==> src/rtl/puf_crp_sequencer_pkg.sv <==
// puf_crp_sequencer_pkg: sequencer state encoding and default PUF geometry.
package puf_crp_sequencer_pkg;
  typedef enum logic [2:0] {
    S_IDLE, S_LAUNCH, S_WAIT_HI, S_SAMPLE, S_WAIT_LO, S_RESOLVE, S_OUTPUT
  } state_e;
  localparam int unsigned DEF_CH_W = 8;
  localparam logic [7:0] DEF_TAPS = 8'hB8;
endpackage

==> src/rtl/puf_crp_sequencer_sync2.sv <==
// puf_sync2: two-flop synchronizer for the asynchronous PUF arbiter output.
module puf_sync2 (
  input  logic clk,
  input  logic rst_n,
  input  logic d_i,
  output logic q_o
);
  logic meta_q, sync_q;
  always_ff @(posedge clk or negedge rst_n) begin
    if (!rst_n) begin
      meta_q <= 1'b0;
      sync_q <= 1'b0;
    end else begin
      meta_q <= d_i;
      sync_q <= meta_q;
    end
  end
  assign q_o = sync_q;
endmodule

==> src/rtl/puf_crp_sequencer.sv <==
// puf_crp_sequencer: launches LFSR-stepped challenges into an arbiter PUF,
// majority-votes repeated evaluations and packs the bits into handshaked words.
module puf_crp_sequencer
  import puf_crp_sequencer_pkg::*;
#(
  parameter int unsigned     CH_W   = DEF_CH_W,
  parameter int unsigned     RESP_W = 8,
  parameter int unsigned     NVOTE  = 5,
  parameter int unsigned     SETTLE = 4,
  parameter logic [CH_W-1:0] TAPS   = CH_W'(DEF_TAPS)
) (
  input  logic                         clk,
  input  logic                         rst_n,
  input  logic                         start,
  input  logic [CH_W-1:0]              seed,
  output logic [CH_W-1:0]              puf_challenge,
  output logic                         puf_pulse,
  input  logic                         puf_resp,
  output logic [RESP_W-1:0]            resp_data,
  output logic                         resp_valid,
  input  logic                         resp_ready,
  output logic [$clog2(RESP_W+1)-1:0]  unstable_cnt,
  output logic                         busy
);
  localparam int unsigned UW = $clog2(RESP_W + 1);
  localparam int unsigned VW = $clog2(NVOTE + 1);
  localparam int unsigned SW = $clog2(SETTLE + 1);

  state_e            state_q, state_d;
  logic [CH_W-1:0]   chal_q, chal_d;
  logic              pulse_q, pulse_d;
  logic [SW-1:0]     settle_q, settle_d;
  logic [VW-1:0]     vote_q, vote_d, ones_q, ones_d;
  logic [UW-1:0]     bit_q, bit_d, unst_q, unst_d;
  logic [RESP_W-1:0] shift_q, shift_d, data_q, data_d, shift_nxt;
  logic              valid_q, valid_d, resp_sync, maj;

  puf_sync2 u_sync (
    .clk   (clk),
    .rst_n (rst_n),
    .d_i   (puf_resp),
    .q_o   (resp_sync)
  );

  assign maj       = ones_q > VW'(NVOTE / 2);
  assign shift_nxt = RESP_W'({shift_q, maj});

  always_comb begin
    state_d  = state_q;
    chal_d   = chal_q;
    pulse_d  = pulse_q;
    settle_d = settle_q;
    vote_d   = vote_q;
    ones_d   = ones_q;
    bit_d    = bit_q;
    unst_d   = unst_q;
    shift_d  = shift_q;
    data_d   = data_q;
    valid_d  = valid_q;
    case (state_q)
      S_IDLE: if (start) begin
        chal_d  = (seed == '0) ? CH_W'(1) : seed;
        vote_d  = '0;
        ones_d  = '0;
        bit_d   = '0;
        unst_d  = '0;
        shift_d = '0;
        state_d = S_LAUNCH;
      end
      S_LAUNCH: begin
        pulse_d  = 1'b1;
        settle_d = SW'(SETTLE - 1);
        state_d  = S_WAIT_HI;
      end
      S_WAIT_HI: begin
        settle_d = settle_q - SW'(1);
        state_d  = (settle_q == '0) ? S_SAMPLE : S_WAIT_HI;
      end
      S_SAMPLE: begin
        ones_d   = ones_q + VW'(resp_sync);
        vote_d   = vote_q + VW'(1);
        pulse_d  = 1'b0;
        settle_d = SW'(SETTLE - 1);
        state_d  = S_WAIT_LO;
      end
      S_WAIT_LO: begin
        settle_d = settle_q - SW'(1);
        state_d  = (settle_q != '0) ? S_WAIT_LO :
                   (vote_q == VW'(NVOTE)) ? S_RESOLVE : S_LAUNCH;
      end
      S_RESOLVE: begin
        shift_d = shift_nxt;
        unst_d  = (ones_q != '0 && ones_q != VW'(NVOTE)) ? unst_q + UW'(1) : unst_q;
        // challenge only steps here, with the launch pulse already low
        chal_d  = {chal_q[CH_W-2:0], ^(chal_q & TAPS)};
        ones_d  = '0;
        vote_d  = '0;
        bit_d   = bit_q + UW'(1);
        if (bit_q == UW'(RESP_W - 1)) begin
          data_d  = shift_nxt;
          valid_d = 1'b1;
          state_d = S_OUTPUT;
        end else begin
          state_d = S_LAUNCH;
        end
      end
      S_OUTPUT: if (resp_ready) begin
        valid_d = 1'b0;
        state_d = S_IDLE;
      end
      default: state_d = S_IDLE;
    endcase
  end

  always_ff @(posedge clk or negedge rst_n) begin
    if (!rst_n) begin
      state_q  <= S_IDLE;
      chal_q   <= '0;
      pulse_q  <= 1'b0;
      settle_q <= '0;
      vote_q   <= '0;
      ones_q   <= '0;
      bit_q    <= '0;
      unst_q   <= '0;
      shift_q  <= '0;
      data_q   <= '0;
      valid_q  <= 1'b0;
    end else begin
      state_q  <= state_d;
      chal_q   <= chal_d;
      pulse_q  <= pulse_d;
      settle_q <= settle_d;
      vote_q   <= vote_d;
      ones_q   <= ones_d;
      bit_q    <= bit_d;
      unst_q   <= unst_d;
      shift_q  <= shift_d;
      data_q   <= data_d;
      valid_q  <= valid_d;
    end
  end

  assign puf_challenge = chal_q;
  assign puf_pulse     = pulse_q;
  assign resp_data     = data_q;
  assign resp_valid    = valid_q;
  assign unstable_cnt  = unst_q;
  assign busy          = state_q != S_IDLE;
endmodule
==> config.mk <==
export PLATFORM = sky130hd
export DESIGN_NAME = puf_crp_sequencer
export DESIGN_NICKNAME = d
export VERILOG_FILES = /design/src/rtl/puf_crp_sequencer_pkg.sv /design/src/rtl/puf_crp_sequencer_sync2.sv /design/src/rtl/puf_crp_sequencer.sv
export SDC_FILE = /design/constraint.sdc
export NUM_CORES = 1
export LEC_CHECK = 0
export ABC_CLOCK_PERIOD_IN_PS = 1750
export BUFFER_PORTS_ARGS = -buffer_cell sky130_fd_sc_hd__buf_2
export CAP_MARGIN = 0
export CORE_MARGIN = 1
export CORE_UTILIZATION = 40
export DETAILED_ROUTE_END_ITERATION = 10
export RECOVER_POWER = 25
export SLEW_MARGIN = 10
export SYNTH_ARGS = -nofsm -noshare
export SYNTH_HDL_FRONTEND = slang
export SYNTH_SLANG_ARGS = --single-unit
==> constraint.sdc <==
create_clock -name clk -period 1.75 [get_ports clk]
set_input_delay 0.175 -clock clk [delete_from_list [all_inputs] [get_ports clk]]
set_output_delay 0.175 -clock clk [all_outputs]
set_load 0.005 [all_outputs]
==> metrics.md, run 1 <==
| Metric | Value |
|---|---|
| Outcome | finished clean |
| Layout cells sized above 1 | 25.1% |
| Fin Hold WS | 0.169 ns |
| Power Total | slightly below 2 mW |
| Dpl hpwl | about 3000 µm |
| Total track usage | between 10% and 20% |
| CTS tree | done |
| Min cycle time layout | 1.65 ns |
| Worst skew pair latency | about 0.3 ns |
| Port bufs | 35 |
| Wire per inst | approximately 13 µm |
| Core ar. | 0.00527 mm² |
| Syn avg cell area | 10.5 µm² |
| Placed Area | approximately 0.0026 mm² |
| CP startpoint kind | flip-flop |
| Area Growth Syn to Fin | 18.7% |
| Post-DRT Antenna Nets | 0 |
| P_int | 1.47 mW |
| Sink Count | 47 |
| Initial antenna violation count | 0 |
| Comb pwr share | 7.5% |
| Final Cell Area | between 0.002 and 0.003 mm² |
| Synth Instances | between 200 and 250 |
| GP Congestion | about 0.74 |
| Worst-Margin Slew | roughly 0.65 ns |
| Final period util | between 90 and 100% |
| Switching Power | approximately 0.50 mW |
| Synth top area cells | dfrtp_1, o21ai_0, nand2_1 |
| Die W | ~77 µm |
| Setup Crit Path Kind | reg -> out |
| Gr ovfl total | 0 |
| Max H-tree Level | 2 |
| Layout Utilization | between 50 and 60% |
| Clock share of power | between 30% and 40% |
| Number of enable flip-flop cells after synthesis | 0 |
| Yosys top cell area share | a little over half |
| Reg power frac | between 50% and 60% |
| Leakage | about 1.3 nW |
| Die Ht | between 70 and 80 µm |
| Vias | between 1500 and 2000 |
| Vias in the first global route | 1604 |
| Buffer depth of the longest clock path | 2 |
| HP Class | in -> reg |
| Syn nets | roughly 230 |
| Fmax achieved | approximately 600 MHz |
| Ports | 36 |
| Initial core utilization | a little over two fifths |
| CTS root buf | clkbuf_8 |
| Endpoint class of the critical path | output pin |
| Via-to-Cell Ratio | about 5.2 |
| # rows | 26 |
| Synth unique cells | 34 |
| First-pass GRT wire length | 7530 µm |
| Die Area | 0.00592 mm² |
| Largest net degree at the start of global routing | 32 |
| Non-Filler Instances | around 330 |
| Area leader, netlist | dfrtp_1 |
| Crit path max fanout | 15 |
| Postcts setup bufs | 0 |
| YS warnings | 0 |
| PD cells | approximately 740 mW/mm² |
| #FFs+latches synth | 47 |
| Final WS setup | 0.0965 ns |
| Setup TNS Final | 0 ns |
| Count leader, synth | dfrtp_1 |
| Switch share | approximately 25% |
| Post-place setup slack | approximately 0.16 ns |
| Cell Area, Synth | ~0.0022 mm² |
| ANT cells | 0 |
| Synth cell count leaders | dfrtp_1, nand2_1, o21ai_0, nor2_1 |
| DRC Markers | 0 |
| Placed Cells | ~320 |
| Nets | 279 |
| Total iterations of the first detailed-routing run | 4 |
| Total CTS buffers | 5 |
| Sequential cell area fraction in the yosys report | 52.4% |
| Max Slew Vio Count | 0 |
| Synth Flop Type | dfrtp_1 |
| Async SR Flop Fraction | between 90% and 100% |
| RSZ-0062 raised after global routing | false |
| Crit path required time | approximately 1.6 ns |
| Final Routed Wirelength | ~4300 µm |
| VDD IR-drop max | between 0.0004 and 0.0005 V |
| Max Cap Viol | 0 |
| Hold Violations, Final | 0 |
| Max_slew headroom | ~57% |
| DRT iter0 DRCs | 121 |
| Count of final setup violators | 0 |
| Clock transition at path regs | 0.09 ns |
| Arrival @ worst endpoint | 1.48 ns |
| Final Skew | approximately 0.0043 ns |
timing repair:
item / CTS / global route
hold buffers: 2 / 0
endpoints found under the hold margin: 25 / 0
resized for setup: 0 / 0
registers in the layout, summed over array words and instances, names as in the netlist:
signal         cells
vote_q             3
puf_pulse          1
resp_data          8
u_sync.meta_q      1
puf_challenge      8
u_sync.q_o         1
ones_q             3
shift_q            7
state_q            3
unstable_cnt       4
bit_q              4
settle_q           3
resp_valid         1
power groups by stage:
stage / combinational, mW / clock, mW / sequential [mW]
detailed placement: 0.148 / 0 / 1.18
global route: 0.169 / 0.737 / 1.16
CTS: 0.153 / 0.694 / 1.16
global placement: 0.145 / 0 / 1.18
finish: 0.148 / 0.669 / 1.16
floorplan: 0.0776 / 0 / 1.17
path summary, 6_finish.rpt:
kind                                    startpoint                      endpoint  slack [ns]  cells past startpoint
min reg2reg                u_sync.meta_q$_DFF_PN0_          u_sync.q_o$_DFF_PN0_        0.37                      0
max                         state_q[1]$_DFFE_PN0P_                          busy         0.1                      3
max in group asynchronous                    rst_n         ones_q[0]$_DFFE_PN0P_        0.69                      3
min                                        seed[3]  puf_challenge[3]$_DFFE_PN0P_        0.17                      3
min in group asynchronous                    rst_n       settle_q[2]$_DFFE_PN0P_        0.42                      2
max reg2reg                 state_q[0]$_DFFE_PN0P_   unstable_cnt[3]$_DFFE_PN0P_        0.15                      4
final cells by class:
cell class              instances  area (µm²)
inverters                       7        26.3
flip-flops and latches         47        1180
repair buffers                 49         297
fillers                       512        2610
well taps                      70        87.6
clock buffers                   5        68.8
multi-input cells             148         986
clock inverters                 3        22.5
logic make-up (layout without fill, tap and decap cells):
| family | after synthesis | after routing | share of synthesized area [%] |
|---|---|---|---|
| compound gates | 47 | 47 | 13.2 |
| xor+xnor | 9 | 9 | 3.51 |
| fa+ha+maj | 8 | 8 | 4.46 |
| buf+inv | 18 | 64 | 3.68 |
| flops | 47 | 47 | 52.4 |
| mux | 16 | 16 | 7.58 |
| simple gates | 68 | 68 | 15.2 |
worst max-delay path, cell delays in order, from the launching register on:
cell	delay (ns)
dfrtp_1	0.45
buf_4	0.22
or3_1	0.37
buf_2	0.13
metal layers:
metal / part of all wire [%] / wire, µm / up-vias / global-route usage, %
li1: - / - / 844 / -
met1: 49 / 2090 / 847 / 21.6
met2: 47 / 2020 / 26 / 25.4
met3: 2.9 / 125 / 7 / 3.21
met4: 1.5 / 65 / 0 / 6.35
met5: 0 / 0 / - / 0
placed cells by master, fill, tap and decap left out, types with 2 or more instances in the layout:
cell,synthesis,routed
nand3_1,8,8
o31ai_1,2,2
xnor2_1,3,3
o21ai_0,22,22
and3b_1,2,2
nor2_1,12,12
dfrtp_1,47,47
xor2_1,6,6
clkbuf_8,0,5
buf_4,1,11
a21oi_1,8,8
nand2_1,29,29
a22o_1,8,8
nor3_1,4,4
mux2_2,8,8
ha_1,8,8
dlygate4sd3_1,0,2
nand3b_1,4,4
a221oi_1,2,2
inv_1,7,7
buf_2,3,33
or3_1,3,3
mux2i_1,8,8
Power figures use the tool's default switching activity.
==> run 2: changes to the inputs <==
--- a/config.mk
+++ b/config.mk
@@ -11,6 +11,7 @@
 export CORE_MARGIN = 1
 export CORE_UTILIZATION = 40
 export DETAILED_ROUTE_END_ITERATION = 10
+export MAX_ROUTING_LAYER = met4
 export RECOVER_POWER = 25
 export SLEW_MARGIN = 10
 export SYNTH_ARGS = -nofsm -noshare
==> run 2 against run 1 <==
Count of clock-buffer cells in the layout is the same. Power about the same. Flip-flop and latch count did not move. Critical endpoint unchanged. Final cell count did not move.
==> metrics.md, run 2 (synthesized netlist as in run 1, its figures left out) <==
| Metric | Value |
|---|---|
| Initial core utilization | between 40 and 50% |
| Max Cap Viol | 0 |
| Placed Area | between 0.002 and 0.003 mm² |
| Switch share | about 25% |
| Sink Count | 47 |
| Outcome | finished clean |
| Grt met3 use | 3.21% |
| Count of final setup violators | 0 |
| Final Cell Area | ~0.0027 mm² |
| Max_slew headroom | between 50 and 60% |
| DRT iter0 DRCs | roughly 100 |
| Fmax achieved | roughly 600 MHz |
| Arrival @ worst endpoint | about 1.5 ns |
| Post-cts sizing count | 0 |
| CTS tree | done |
| Layout cells sized above 1 | between 20% and 30% |
| Vias | around 1700 |
| RSZ-0062 raised after global routing | false |
| Die Area | ~0.0059 mm² |
| Crit path required time | approximately 1.6 ns |
| First-pass GRT wire length | around 7500 µm |
| Wire per inst | between 10 and 15 µm |
| VDD IR-drop max | approximately 0.00047 V |
| Dpl hpwl | roughly 3000 µm |
| Postcts setup bufs | 0 |
| Vias in the first global route | between 1500 and 2000 |
| Setup Crit Path Kind | reg -> out |
| Met1 GRT Util | between 20% and 30% |
| Endpoint class of the critical path | output pin |
| Ports | 36 |
| P_int | between 1 and 1.5 mW |
| Die Ht | between 70 and 80 µm |
| Commonest cells after routing, fill and taps aside | dfrtp_1, buf_2, nand2_1 |
| Met2 usage in global routing | 25.3% |
| Min cycle time layout | 1.65 ns |
| Die W | about 77 µm |
| Cts hold-fix bufs | 2 |
| ANT cells | 0 |
| Max Slew Vio Count | 0 |
| Hold Violations, Final | 0 |
| GP Congestion | 0.744 |
| Comb pwr share | 7.5% |
| Leakage | roughly 1.3 nW |
| Setup TNS Final | 0 ns |
| Nets | between 200 and 300 |
| Reg2reg start | state_q[0]$_DFFE_PN0P_ |
| Initial antenna violation count | 0 |
| Reg power frac | approximately three fifths |
| # rows | 26 |
| Clock transition at path regs | approximately 0.090 ns |
| PD cells | ~740 mW/mm² |
| Commonest non-fill, non-tap cell in the layout | dfrtp_1 |
| CP startpoint kind | flip-flop |
| Busiest grt layer | met2 |
| HP Class | in -> reg |
| Buffer depth of the longest clock path | 2 |
| Core ar. | approximately 0.0053 mm² |
| Switching Power | 0.503 mW |
| Final Routed Wirelength | between 4000 and 5000 µm |
| Largest net degree at the start of global routing | 32 |
| Crit path to | busy |
| Area Growth Syn to Fin | 18.7% |
| Clock share of power | 33.9% |
| Slowest stage cell, crit path | dfrtp_1 |
| Final period util | ~95% |
| Worst path cell trace | buf_4 -> or3_1 -> buf_2 |
| Total track usage | between 10% and 20% |
| Reg2reg setup slack | ~0.15 ns |
| Worst setup startpoint | state_q[1]$_DFFE_PN0P_ |
| R2R depth | 4 |
| DRC Markers | 0 |
| Worst skew pair latency | around 0.30 ns |
| CTS root buf | clkbuf_8 |
| Post-DRT Antenna Nets | 0 |
| Worst-Margin Slew | about 0.65 ns |
| Slowest cell delay on critical path | 0.45 ns |
| Max H-tree Level | 2 |
| Reg2reg end | unstable_cnt[3]$_DFFE_PN0P_ |
| Gr ovfl total | 0 |
| Total CTS buffers | 5 |
| Via-to-Cell Ratio | around 5.2 |
| Final Skew | 0.00496 ns |
| Port bufs | 35 |
| Crit path max fanout | 15 |
| Total iterations of the first detailed-routing run | 4 |
## run 2: cell counts in the layout (fill, tap and decap cells not counted)
Identical to the previous run, type by type.
## run 2: per-layer routing
metal  vias up  part of all wire, %
met3         7                  2.9
met5         -                    0
li1        843                    -
met1       850                   49
met2        26                   47
met4         0                  1.5
## run 2: critical path, delay by kind of cell, from the launching register on
family | cells | cell delay [ns]
buffers and inverters | 2 | 0.35
AND/OR/NAND/NOR | 1 | 0.37
flip-flops | 1 | 0.45
## run 2: final cells by class
type / count / area [µm²]
clock buffers: 5 / 68.8
fillers: 512 / 2610
inverters: 7 / 26.3
clock inverters: 3 / 22.5
multi-input cells: 148 / 986
repair buffers: 49 / 297
flip-flops and latches: 47 / 1180
well taps: 70 / 87.6
## run 2: per-stage QoR
step           hold slack [ns]  cells  worst slack [ns]  power, mW  util (%)
3_3_place_gp             0.239    319             0.191       1.32      48.5
5_1_grt                  0.170    329            0.0258       2.07      50.5
6_report                 0.168    329            0.0960       1.98      50.5
2_1_floorplan           -0.121    213             0.189       1.25         -
3_5_place_dp             0.215    319             0.162       1.33      48.5
4_1_cts                  0.163    329            0.0831       2.01      50.6
## run 2: how the worst min path moves through the flow
stage / start / endpoint / slack [ns] / cells past startpoint
after floorplan: rst_n / bit_q[0]$_DFFE_PN0P_ / -0.12 / 0
after global placement: rst_n / settle_q[2]$_DFFE_PN0P_ / 0.24 / 1
after detailed placement: rst_n / settle_q[2]$_DFFE_PN0P_ / 0.21 / 1
after CTS: seed[6] / puf_challenge[6]$_DFFE_PN0P_ / 0.16 / 3
after global routing: seed[4] / puf_challenge[4]$_DFFE_PN0P_ / 0.17 / 3
final: seed[3] / puf_challenge[3]$_DFFE_PN0P_ / 0.17 / 3
## run 2: power groups by stage
stage / sequential, mW / clock, mW / combinational [mW]
floorplan: 1.17 / 0 / 0.0776
global placement: 1.18 / 0 / 0.145
detailed placement: 1.18 / 0 / 0.148
CTS: 1.16 / 0.694 / 0.153
global route: 1.16 / 0.737 / 0.169
finish: 1.16 / 0.670 / 0.148
